### src/rtl/bellek_hakemi.sv
// Shares one external memory port between instruction fetch (l1b) and data (bib).
// Each held request becomes one registered valid/ready access, released by a one-cycle stall drop.
module bellek_hakemi #(
    parameter int ADRES_BIT    = 32,
    parameter int VERI_BIT     = 32,
    parameter int ACLIK_SINIRI = 4
) (
    input  logic                    clk_i,
    input  logic                    rst_i,
    input  logic                    l1b_istek_i,
    input  logic [ADRES_BIT-1:0]    l1b_adres_i,
    output logic [VERI_BIT-1:0]     l1b_deger_o,
    output logic                    l1b_bekle_o,
    input  logic                    bib_sec_i,
    input  logic                    bib_yaz_gecerli_i,
    input  logic [ADRES_BIT-1:0]    bib_adr_i,
    input  logic [VERI_BIT-1:0]     bib_veri_i,
    input  logic [VERI_BIT/8-1:0]   bib_veri_maske_i,
    output logic [VERI_BIT-1:0]     bib_veri_o,
    output logic                    bib_durdur_o,
    output logic                    bellek_gecerli_o,
    output logic                    bellek_yaz_o,
    output logic [ADRES_BIT-1:0]    bellek_adr_o,
    output logic [VERI_BIT-1:0]     bellek_veri_o,
    output logic [VERI_BIT/8-1:0]   bellek_maske_o,
    input  logic [VERI_BIT-1:0]     bellek_veri_i,
    input  logic                    bellek_hazir_i
);
    localparam int MASKE_BIT = VERI_BIT / 8;

    typedef enum logic [2:0] {
        BOSTA,
        BUYRUK_BEKLE,
        VERI_BEKLE,
        BUYRUK_BITTI,
        VERI_BITTI
    } durum_t;

    durum_t                 r_durum;
    logic [3:0]             r_sayac;
    logic                   r_gecerli;
    logic                   r_yaz;
    logic [ADRES_BIT-1:0]   r_adr;
    logic [VERI_BIT-1:0]    r_veri;
    logic [MASKE_BIT-1:0]   r_maske;
    logic [VERI_BIT-1:0]    r_l1b_deger;
    logic [VERI_BIT-1:0]    r_bib_veri;

    logic                   w_sinirda;
    logic                   w_veri_kazanir;

    // Data normally has priority; fetch only wins once it has been passed over ACLIK_SINIRI times.
    assign w_sinirda      = (r_sayac == 4'(ACLIK_SINIRI));
    assign w_veri_kazanir = bib_sec_i & ~(l1b_istek_i & w_sinirda);

    always_ff @(posedge clk_i or posedge rst_i) begin
        if (rst_i) begin
            r_durum     <= BOSTA;
            r_sayac     <= '0;
            r_gecerli   <= 1'b0;
            r_yaz       <= 1'b0;
            r_adr       <= '0;
            r_veri      <= '0;
            r_maske     <= '0;
            r_l1b_deger <= '0;
            r_bib_veri  <= '0;
        end else begin
            case (r_durum)
                BOSTA: begin
                    if (!l1b_istek_i)
                        r_sayac <= '0;
                    if (w_veri_kazanir) begin
                        r_gecerli <= 1'b1;
                        r_yaz     <= bib_yaz_gecerli_i;
                        r_adr     <= bib_adr_i;
                        r_veri    <= bib_veri_i;
                        r_maske   <= bib_veri_maske_i;
                        r_durum   <= VERI_BEKLE;
                        if (l1b_istek_i && !w_sinirda)
                            r_sayac <= r_sayac + 4'd1;
                    end else if (l1b_istek_i) begin
                        r_gecerli <= 1'b1;
                        r_yaz     <= 1'b0;
                        r_adr     <= l1b_adres_i;
                        r_veri    <= '0;
                        r_maske   <= '0;
                        r_sayac   <= '0;
                        r_durum   <= BUYRUK_BEKLE;
                    end
                end
                BUYRUK_BEKLE: begin
                    if (bellek_hazir_i) begin
                        r_gecerli   <= 1'b0;
                        r_l1b_deger <= bellek_veri_i;
                        r_durum     <= BUYRUK_BITTI;
                    end
                end
                VERI_BEKLE: begin
                    if (bellek_hazir_i) begin
                        r_gecerli <= 1'b0;
                        if (!r_yaz)
                            r_bib_veri <= bellek_veri_i;
                        r_durum <= VERI_BITTI;
                    end
                end
                BUYRUK_BITTI: r_durum <= BOSTA;
                VERI_BITTI:   r_durum <= BOSTA;
                default:      r_durum <= BOSTA;
            endcase
        end
    end

    assign bellek_gecerli_o = r_gecerli;
    assign bellek_yaz_o     = r_yaz;
    assign bellek_adr_o     = r_adr;
    assign bellek_veri_o    = r_veri;
    assign bellek_maske_o   = r_maske;
    assign l1b_deger_o      = r_l1b_deger;
    assign bib_veri_o       = r_bib_veri;

    // The stall drops for exactly the completion cycle of the requester's own access.
    assign l1b_bekle_o  = l1b_istek_i & (r_durum != BUYRUK_BITTI);
    assign bib_durdur_o = bib_sec_i & (r_durum != VERI_BITTI);
endmodule

### config.mk
export PLATFORM = sky130hd
export DESIGN_NAME = bellek_hakemi
export DESIGN_NICKNAME = d
export VERILOG_FILES = /design/src/rtl/bellek_hakemi.sv
export SDC_FILE = /design/constraint.sdc
export NUM_CORES = 1
export LEC_CHECK = 0
export ABC_AREA = 1
export BUFFER_PORTS_ARGS = -buffer_cell sky130_fd_sc_hd__buf_2
export CAP_MARGIN = 10
export CORE_MARGIN = 5
export CORE_UTILIZATION = 47
export DETAILED_ROUTE_END_ITERATION = 8
export PLACE_DENSITY_LB_ADDON = 0.15
export SLEW_MARGIN = 5
export SYNTH_ARGS = -nofsm -noshare
export SYNTH_HDL_FRONTEND = slang
export SYNTH_SLANG_ARGS = --single-unit
### constraint.sdc
create_clock -name clk_i -period 5.7 [get_ports clk_i]
set_input_delay 0.57 -clock clk_i [delete_from_list [all_inputs] [get_ports clk_i]]
set_output_delay 0.57 -clock clk_i [all_outputs]
set_load 0.02 [all_outputs]
==> impl_results.md, run 1 <==
- Dpl hpwl: approximately 12000 um
- Most numerous cell in the Yosys netlist: nand2_1
- Dpl ws: about 2.6 ns
- Post-Layout Cell Count: 1157
- GR Util met2: 0.345
- Fin crit period: 2.77 ns
- CTS Hold Bufs: 0
- End of the worst register-to-register path: bellek_yaz_o$_DFFE_PP0P_
- Vias in the first global route: 5298
- Dpl cells: 1125
- Synth area leaders: dfrtp_1 58%, nand2_1 16%, nand3_1 6.5%
- Comb power frac: 0.409
- Final setup fails: 0
- Synth cell types: 20
- FP Rows: 41
- Rel. slew slack: 0.301
- WL/cell: between 10 and 15 um
- R2r setup slk: ~2.9 ns
- CP Class: flip-flop to flip-flop
- CTS tree: yes
- Final hold vios: 0
- Final setup margin: ~2.9 ns
- Largest area contributor in the synthesized netlist: dfrtp_1
- Remaining DRCs: 0
- Total CTS buffers: 17
- Hold WC Path Type: input pin to async pin
- Resize count post-CTS: 0
- Synth top cells by count: 256 x nand2_1, 141 x dfrtp_1, 79 x nand3_1
- Crit Path Max Fanout: 37
- Yosys warnings: 0
- GR Layer Usage met1: 0.286
- Critical path origin: r_sayac[0]$_DFFE_PP0N_
- Drt total wl: around 17000 um
- Mapped Cells: around 720
- Internal: ~2.7 mW
- Syn nets: around 860
- Syn_area_per_cell: around 8.5 um2
- FF-to-FF path depth: 8
- Clock power frac: 0.232
- GPL Wtd Cong: about 0.81
- TNS Setup: 0 ns
- GRT Residual Overflow: 0
- Share of power burned in registers: 0.359
- Final Slew Violations: 0
- Initial antenna violation count: 0
- DIE AREA: ~15000 um2
- Max-cap viol count: 0
- Overall Power: ~4.7 mW
- Status: finished, final reports clean
- GRT Util Overall: 0.221
- Endpoint class of the critical path: flip-flop
- EDFF count, synth: 0
- Vias: between 5000 and 6000
- Worst Tran Pin Value: between 1 and 1.5 ns
- End of the critical path: bellek_yaz_o$_DFFE_PP0P_
- First-pass GRT wire length: 26400 um
- Clock-pin slew on the worst setup and hold paths: approximately 0.060 ns
- Number of top-level pins: about 270
- DRT iter0 DRCs: 317
- Sw power: 1.95 mW
- CTS sink cnt: between 100 and 150
- Sw frac: 0.418
- Synth async-reset ratio: 1.00
- Synth-to-Final Area Change: 33.5%
- Port Buffer Count: 273
- Leakage: about 4.8 nW
- Critical path data arrival time: ~3.1 ns
- Worst-case vdd ir drop: around 0.00037 V
- Die W: 124 um
- Top FF cell, synth: dfrtp_1
- Skew-Pair Late Insertion Delay: around 0.41 ns
- Sequential-to-total area share from yosys stat: 0.581
- GRT busiest layer: met2
- H-tree Lvls: 4
- Fin nets: 1112
- Post-CTS Setup Bufs: 0
- FMAX: 361 MHz
- ANT nets after route: 0
- Yosys reg bits: 141
- Clock Tree Root: clkbuf_16
- 1st-pass router iterations: 5
- M3 GR Usage: 0.0763
- Layout cell share with drive strength beyond 1: 0.323
- Fill cells: between 1000 and 1500
- Largest net degree at the start of global routing: 79
- Pwr Density: between 500 and 600 nW/um2
- # diodes: 0
- Period utilisation layout: 0.487
- DR vias/cell: between 4 and 5
- Multi-input combinational cell area: between 2000 and 2500 um2
- Synth top area share: 0.581
- CTS max path bufs: 2
- Crit start category: flip-flop
- Initial Util: 0.479
- FF/Latch Area: approximately 3500 um2
- WP data required: roughly 6.0 ns
- Core area: 12700 um2
- Mapped cell area: 6070 um2
- Die H: between 100 and 150 um
- RSZ-0062 raised after global routing: false
- Clock Skew: about 0.0048 ns
- Worst r2r src: r_sayac[0]$_DFFE_PP0N_
[final cells by class]
cell class | instances | share of cell area
flip-flops and latches | 141 | 0.435
multi-input cells | 454 | 0.256
repair buffers | 277 | 0.172
clock buffers | 21 | 0.0580
inverters | 81 | 0.0381
well taps | 172 | 0.0265
clock inverters | 11 | 0.0143
[layer usage]
layer,vias up,routed length [um]
met5,-,0
met4,0,321
met3,25,1810
met2,249,7890
met1,2530,6930
li1,2763,-
[worst min path at each step]
| stage | startpoint | slack [ns] | cells after the start | endpoint |
|---|---|---|---|---|
| after floorplan | r_sayac[3]$_DFFE_PP0N_ | 0.47 | 2 | r_sayac[3]$_DFFE_PP0N_ |
| after global placement | bellek_adr_o[20]$_DFFE_PP0P_ | 0.46 | 2 | bellek_adr_o[20]$_DFFE_PP0P_ |
| after detailed placement | bellek_veri_o[10]$_DFFE_PP0P_ | 0.46 | 2 | bellek_veri_o[10]$_DFFE_PP0P_ |
| after CTS | rst_i | 0.30 | 2 | bellek_veri_o[20]$_DFFE_PP0P_ |
| after global routing | rst_i | 0.32 | 2 | bellek_veri_o[18]$_DFFE_PP0P_ |
| final | rst_i | 0.27 | 2 | bellek_veri_o[18]$_DFFE_PP0P_ |
[power by group through the flow]
stage | Sequential (mW) | Combinational [mW] | Clock, mW
after detailed placement | 1.68 | 1.94 | 0
after floorplan | 2.18 | 0.732 | 0
after CTS | 1.67 | 1.94 | 1.10
final | 1.67 | 1.91 | 1.08
after global placement | 1.68 | 1.91 | 0
after global routing | 1.73 | 2.12 | 1.15
[stage by stage]
stage	instance area [um2]	hold WS, ns	utilization
after floorplan	6070	0.475	-
after global placement	7520	0.457	0.594
after detailed placement	7520	0.460	0.594
after CTS	8110	0.303	0.640
after global routing	8110	0.316	0.640
final	8110	0.268	0.640
[critical path: stages, from the launching register on]
cell     delay, ns
dfrtp_1       0.42
inv_1         0.10
ha_1          0.20
nand4_2       0.74
nand2_1       0.24
buf_4         0.37
inv_2         0.34
nand3_1       0.14
o21ai_0       0.08
[state kept, by name (all words and copies together), names as in the netlist]
signal	cells
bellek_adr_o	32
bellek_veri_o	32
bib_veri_o	32
l1b_deger_o	32
bellek_maske_o	4
r_sayac	4
r_durum	3
bellek_gecerli_o	1
bellek_yaz_o	1
[placed cells by master, fill, tap and decap left out]
master and instances:
nor2_2 1, o21bai_1 1, nand3_2 1, o21ai_0 69, a31oi_1 1, nand2_2 2, inv_2 3, inv_6 1
clkbuf_16 17, clkinvlp_4 3, buf_2 273, nand4_2 1, clkbuf_1 1, nand3_1 78, bufinv_16 2, clkinv_2 5
nand4_1 2, a21oi_1 3, nor2_1 5, clkinv_4 1, clkbuf_8 3, ha_1 2, a21oi_4 1, buf_4 4
nand2_1 255, dfrtp_1 141, nand3b_1 32, inv_1 77
[logic make-up (layout without fill, tap and decap cells)]
family	after synthesis	after routing	share of synthesized area
fa+ha+maj	2	2	0.00412
buf+inv	121	390	0.0787
simple gates	377	377	0.272
flops	141	141	0.581
compound gates	75	75	0.0643
Note: power is estimated with default switching activity, not from simulation.
==> inputs of run 2 (changes only) <==
CORE_UTILIZATION = 43   (was 47)
clock period = 2.5 ns   (was 5.7 ns; I/O delays follow)
==> run 2 against run 1 <==
  * Count of clock-buffer cells in the layout decreased by 4
  * Sequential power increased by 130%
  * Combinational power increased by 130%
  * Highest routed layer unchanged
  * Die area increased by 8.5%
  * First-iteration DRC count increased by 7.6%
  * Maximum frequency increased by 62%
  * Non-clock buffer count increased by 8
  * Largest cell class unchanged
  * Flip-flop and latch count unchanged
  * Critical endpoint is now bellek_veri_o[5]$_DFFE_PP0P_
  * Global-route usage decreased by 1.6 points
  * Register-to-register slack got worse by 2.1 ns
  * Routed wire length increased by 1.0%
==> impl_results.md, run 2 (synthesis results as in run 1) <==
- Fin crit period: 1.71 ns (-1.06 ns)
- Number of top-level pins: 274 (unchanged)
- Critical path data arrival time: 2.06 ns (-0.99 ns)
- DIE AREA: 16600 um2 (+8.5%)
- Endpoint class of the critical path: flip-flop
- FF/Latch Area: 3530 um2 (unchanged)
- GRT Util Overall: 0.205 (-0.0159)
- Skew-Pair Late Insertion Delay: 0.42 ns (about the same)
- Dpl ws: 0.746 ns (-1.90 ns)
- Crit start category: flip-flop
- Die H: 129 um (+4.2%)
- Leakage: 4.81 nW (+1.2%)
- Number of buffers and inverters on the critical path: 2 (-1)
- DR vias/cell: 4.77 (-0.95%)
- Delay-heaviest family, CP: buffers and inverters
- DRT iter0 DRCs: 341 (+7.6%)
- Period utilisation layout: 0.686 (+0.199)
- Port Buffer Count: 273 (unchanged)
- 1st-pass router iterations: 5 (unchanged)
- Drt total wl: 17100 um (+1.0%)
- WP data required: 2.85 ns (-3.13 ns)
- Die W: 129 um (+4.2%)
- Max stage delay on crit path: 0.47 ns (-0.27 ns)
- Fin nets: 1120 (+0.72%)
- RSZ-0062 raised after global routing: false
- CTS sink cnt: 141 (unchanged)
- Commonest cells after routing, fill and taps aside: 273 x buf_2, 255 x nand2_1, 141 x dfrtp_1
- Vias: 5595 (+0.50%)
- Clock Tree Root: clkbuf_16
- Status: finished, final reports clean
- H-tree Lvls: 4 (unchanged)
- Dpl hpwl: 12300 um (+3.4%)
- Worst-case vdd ir drop: 0.000591 V (+59%)
- Core area: 13900 um2 (+9.5%)
- Final hold vios: 0 (unchanged)
- GPL Wtd Cong: 0.835 (+3.5%)
- Clock Skew: 0.0109 ns (+0.00610 ns)
- CTS max path bufs: 2 (unchanged)
- Rel. slew slack: 0.490 (+0.189)
- Layout cell share with drive strength beyond 1: 0.328 (+0.00546)
- CP Class: flip-flop to flip-flop
- ANT nets after route: 0 (unchanged)
- Initial Util: 0.438 (-0.0418)
- FP Rows: 43 (+4.9%)
- Most frequent cell on the critical path: nand2_1
- CTS tree: yes
- Max-cap viol count: 0 (unchanged)
- First-pass GRT wire length: 27000 um (+2.5%)
- Critical path origin: r_sayac[0]$_DFFE_PP0N_
- Multi-input combinational cell area: 2080 um2 (unchanged)
- Hold WC Path Type: input pin to flip-flop
- Largest net degree at the start of global routing: 69 (-13%)
- Resize count post-CTS: 0 (unchanged)
- Total CTS buffers: 17 (unchanged)
- Final setup margin: 0.786 ns (-2.14 ns)
- Vias in the first global route: 5410 (+2.1%)
- Synth-to-Final Area Change: 36.2%
- CTS Hold Bufs: 1 (+1)
- WL/cell: 14.6 um (-0.42%)
- Crit-path cells: inv_1 > ha_1 > nand4_2 > nand2_1 > inv_2 > nand3_1 > nand2_1
- Clock-pin slew on the worst setup and hold paths: 0.06 ns (about the same)
- Post-CTS Setup Bufs: 0 (unchanged)
- Worst Tran Pin Value: 0.764 ns (-0.283 ns)
- TNS Setup: 0 ns (unchanged)
- GRT Residual Overflow: 0 (unchanged)
- Fill cells: 1259 (+9.9%)
- Final Slew Violations: 0 (unchanged)
- CP max-delay cell: inv_2
- Worst min-delay path startpoint: bib_veri_i[25]
- Pwr Density: 1320 nW/um2 (+130%)
- Overall Power: 10.9 mW (+130%)
- FMAX: 583 MHz (+62%)
- Worst r2r src: r_sayac[0]$_DFFE_PP0N_
- Final setup fails: 0 (unchanged)
- Remaining DRCs: 0 (unchanged)
- Crit Path Max Fanout: 37 (unchanged)
- Initial antenna violation count: 1 (+1)
- Commonest non-fill, non-tap cell in the layout: buf_2
-- run 2: cell types whose count changed in the layout (fill, tap and decap cells not counted), moves of 2 or more --
| cell | change |
|---|---|
| buf_12 | +3 |
| buf_4 | +4 |
| bufinv_16 | +2 |
| clkbuf_8 | -3 |
| clkinv_2 | -5 |
| clkinv_4 | +2 |
| clkinvlp_4 | +3 |
-- run 2: layer usage --
layer,up-vias,share of wire,track usage
li1,2781,-,-
met1,2537,0.41,0.273
met2,254,0.46,0.316
met3,23,0.11,0.0677
met4,0,0.019,0.0723
met5,-,0,0
-- run 2: final timing paths --
kind	slack, ns	to	cells past startpoint
max	0.79	bellek_veri_o[5]$_DFFE_PP0P_	7
min	0.06	bellek_veri_o[25]$_DFFE_PP0P_	3
max reg2reg	0.79	bellek_veri_o[5]$_DFFE_PP0P_	7
min reg2reg	0.47	bellek_veri_o[8]$_DFFE_PP0P_	2
max in group asynchronous	1.30	bellek_adr_o[17]$_DFFE_PP0P_	4
min in group asynchronous	0.52	bellek_gecerli_o$_DFFE_PP0P_	3
-- run 2: worst reg2reg max path, cell delays in order (launching register included) --
cell and delay, ns:
dfrtp_1 0.41, inv_1 0.08, ha_1 0.24, nand4_2 0.10
nand2_1 0.08, inv_2 0.47, nand3_1 0.16, nand2_1 0.10
-- run 2: layout make-up --
cell class | count | area share
Antenna cell | 1 | 0.000302
Clock buffer | 17 | 0.0514
Clock inverter | 15 | 0.0257
Inverter | 81 | 0.0372
Multi-Input combinational cell | 454 | 0.251
Sequential cell | 141 | 0.426
Tap cell | 180 | 0.0272
Timing Repair Buffer | 285 | 0.181
-- run 2: per-stage QoR --
stage	cell area [um2]	hold slack, ns	std cells	utilization
6_report	8270	0.0609	1174	0.596
5_1_grt	8270	0.0520	1174	0.596
4_1_cts	8270	0.0397	1173	0.596
3_5_place_dp	7620	0.430	1140	0.549
3_3_place_gp	7620	0.425	1140	0.549
2_1_floorplan	6080	0.391	716	-
-- run 2: where the power goes --
part | leakage (nW) | total, mW | switching [mW] | internal (mW)
registers | 1.78 | 3.81 | 0.532 | 3.28
clock network | 0.294 | 2.69 | 1.00 | 1.69
logic | 2.73 | 4.39 | 2.99 | 1.40
==> inputs of run 3 (changes only) <==
CORE_UTILIZATION = 47   (was 43)
clock period = 1.6 ns   (was 2.5 ns; I/O delays follow)
==> run 3 against run 2 <==
  * Worst hold slack got worse by 0.049 ns
  * Flip-flop and latch count is the same
  * Worst setup slack worse by 0.67 ns
  * Maximum frequency increased by 16%
  * Via count rose by 6.9%
  * Cell count up 4.9%
  * Largest cell class unchanged
  * Highest routed layer unchanged
==> impl_results.md, run 3 (synthesis results as in run 1) <==
- Number of top-level pins: 274 (unchanged)
- Crit start category: flip-flop
- CTS max path bufs: 2 (unchanged)
- Layout cell share with drive strength beyond 1: 0.319 (-0.00883)
- Die H: 124 um (-4.0%)
- Status: finished, final reports clean
- GRT Util Overall: 0.246 (+0.0404)
- FMAX: 674 MHz (+16%)
- Period utilisation layout: 0.927 (+0.241)
- Rel. slew slack: 0.725 (+0.235)
- Total CTS buffers: 17 (unchanged)
- Core area: 12700 um2 (-8.7%)
- GRT Residual Overflow: 0 (unchanged)
- GPL Wtd Cong: 0.814 (-2.5%)
- Share of power burned in registers: 0.341 (-0.009)
- Skew-Pair Late Insertion Delay: 0.42 ns (about the same)
- CTS sink cnt: 141 (unchanged)
- Sw power: 7.24 mW (+60%)
- Die W: 124 um (-4.0%)
- Final Slew Violations: 0 (unchanged)
- Clock Skew: 0.00485 ns (-0.00603 ns)
- DR vias/cell: 4.86 (+1.9%)
- Clock power frac: 0.241 (-0.006)
- ANT nets after route: 0 (unchanged)
- Pwr Density: 1950 nW/um2 (+48%)
- Initial Util: 0.479 (+0.0418)
- First-pass GRT wire length: 29300 um (+8.4%)
- Critical path data arrival time: 1.79 ns (-0.27 ns)
- Comb power frac: 0.419 (+0.016)
- Sw frac: 0.413 (-0.00247)
- Largest net degree at the start of global routing: 65 (-5.8%)
- Synth-to-Final Area Change: 48.1%
- Worst Tran Pin Value: 0.412 ns (-0.352 ns)
- Final setup fails: 0 (unchanged)
- Metal-1 WL: 7410 um (+4.5%)
- Endpoint class of the critical path: flip-flop
- Dpl ws: 0.0467 ns (-0.699 ns)
- Commonest cells after routing, fill and taps aside: 273 x buf_2, 254 x nand2_1, 141 x dfrtp_1
- WP data required: 1.91 ns (-0.94 ns)
- Fin nets: 1185 (+5.8%)
- Clock-pin slew on the worst setup and hold paths: 0.06 ns (about the same)
- DIE AREA: 15300 um2 (-7.9%)
- Vias in the first global route: 5905 (+9.1%)
- H-tree Lvls: 4 (unchanged)
- DRT iter0 DRCs: 351 (+2.9%)
- Wire length on met3: 1990 um (+9.1%)
- Met2 Wirelength: 8650 um (+9.5%)
- Crit Path Max Fanout: 36 (-2.7%)
- Dpl cells: 1141 (+0.088%)
- TNS Setup: 0 ns (unchanged)
- CP Class: flip-flop to flip-flop
- Post-Layout Cell Count: 1231 (+4.9%)
- Max-cap viol count: 0 (unchanged)
- Hold WC Path Type: input pin to flip-flop
- Commonest non-fill, non-tap cell in the layout: buf_2
- Leakage: 5.11 nW (+6.3%)
- Internal: 10.3 mW (+62%)
- Vias: 5980 (+6.9%)
- Fin crit period: 1.48 ns (-0.231 ns)
- Dpl hpwl: 12400 um (+0.85%)
- FP Rows: 41 (-4.7%)
- WL/cell: 15.2 um (+4.1%)
- Clock Tree Root: clkbuf_16
- Final hold vios: 0 (unchanged)
- Remaining DRCs: 0 (unchanged)
- Worst-case vdd ir drop: 0.00134 V (+130%)
- Port Buffer Count: 273 (unchanged)
- CTS tree: yes
- Highest routed layer: met4
- 1st-pass router iterations: 5 (unchanged)
- Final setup margin: 0.117 ns (-0.669 ns)
- Drt total wl: 18700 um (+9.2%)
- Initial antenna violation count: 0 (-1)
==> run 3: layout make-up <==
| class | count | area, um2 |
|---|---|---|
| inverters | 81 | 308 |
| clock buffers | 19 | 443 |
| fillers | 1010 | 3670 |
| repair buffers | 350 | 2210 |
| well taps | 172 | 215 |
| flip-flops and latches | 141 | 3530 |
| diodes | 1 | 2.50 |
| clock inverters | 13 | 189 |
| multi-input cells | 454 | 2100 |
==> run 3: layer usage <==
layer  vias to the layer above  track usage
li1                       2907            -
met1                      2734        0.309
met2                       286        0.376
met3                        53       0.0922
met4                         0        0.114
met5                         -            0
==> run 3: worst paths after layout <==
check,cells past startpoint,startpoint,slack (ns),endpoint
setup / recovery,8,r_sayac[1]$_DFFE_PP0N_,0.12,bellek_veri_o[1]$_DFFE_PP0P_
min in group asynchronous,3,rst_i,0.29,bib_veri_o[6]$_DFFE_PP0P_
hold reg to reg,2,bellek_veri_o[7]$_DFFE_PP0P_,0.47,bellek_veri_o[7]$_DFFE_PP0P_
setup reg to reg,8,r_sayac[1]$_DFFE_PP0N_,0.12,bellek_veri_o[1]$_DFFE_PP0P_
hold / removal,3,bib_yaz_gecerli_i,0.01,bellek_yaz_o$_DFFE_PP0P_
max in group asynchronous,4,rst_i,0.78,bib_veri_o[24]$_DFFE_PP0P_
==> run 3: through the flow <==
step	hold WS [ns]	utilization	total power [mW]	instance area, um2
6_report	0.0118	0.710	17.5	9000
3_5_place_dp	0.184	0.612	13.2	7760
5_1_grt	0.0177	0.710	18.7	8990
2_1_floorplan	0.301	-	10.4	6080
3_3_place_gp	0.181	0.612	13.1	7760
4_1_cts	0.00176	0.705	17.5	8940
==> run 3: power groups by stage <==
| stage | Clock, mW | Sequential, mW | Combinational [mW] |
|---|---|---|---|
| 2_1_floorplan | 0 | 7.78 | 2.61 |
| 3_3_place_gp | 0 | 5.94 | 7.12 |
| 3_5_place_dp | 0 | 5.94 | 7.23 |
| 4_1_cts | 4.27 | 5.94 | 7.33 |
| 5_1_grt | 4.43 | 6.16 | 8.09 |
| 6_report | 4.21 | 5.97 | 7.33 |
==> run 3: timing repair <==
item / 4_1_cts / 5_1_grt
setup endpoints to repair: 0 / 60
endpoints found under the hold margin: 76 / 0
buffers inserted: 0 / 2
hold buffers: 55 / 0
resized for setup: 0 / 9
==> run 3: critical path: stages (launching register included) <==
cell	delay [ns]
dfrtp_1	0.37
inv_1	0.07
ha_1	0.24
nand4_4	0.17
nand2_4	0.12
inv_2	0.06
buf_12	0.17
nand3_1	0.09
nand2_1	0.06
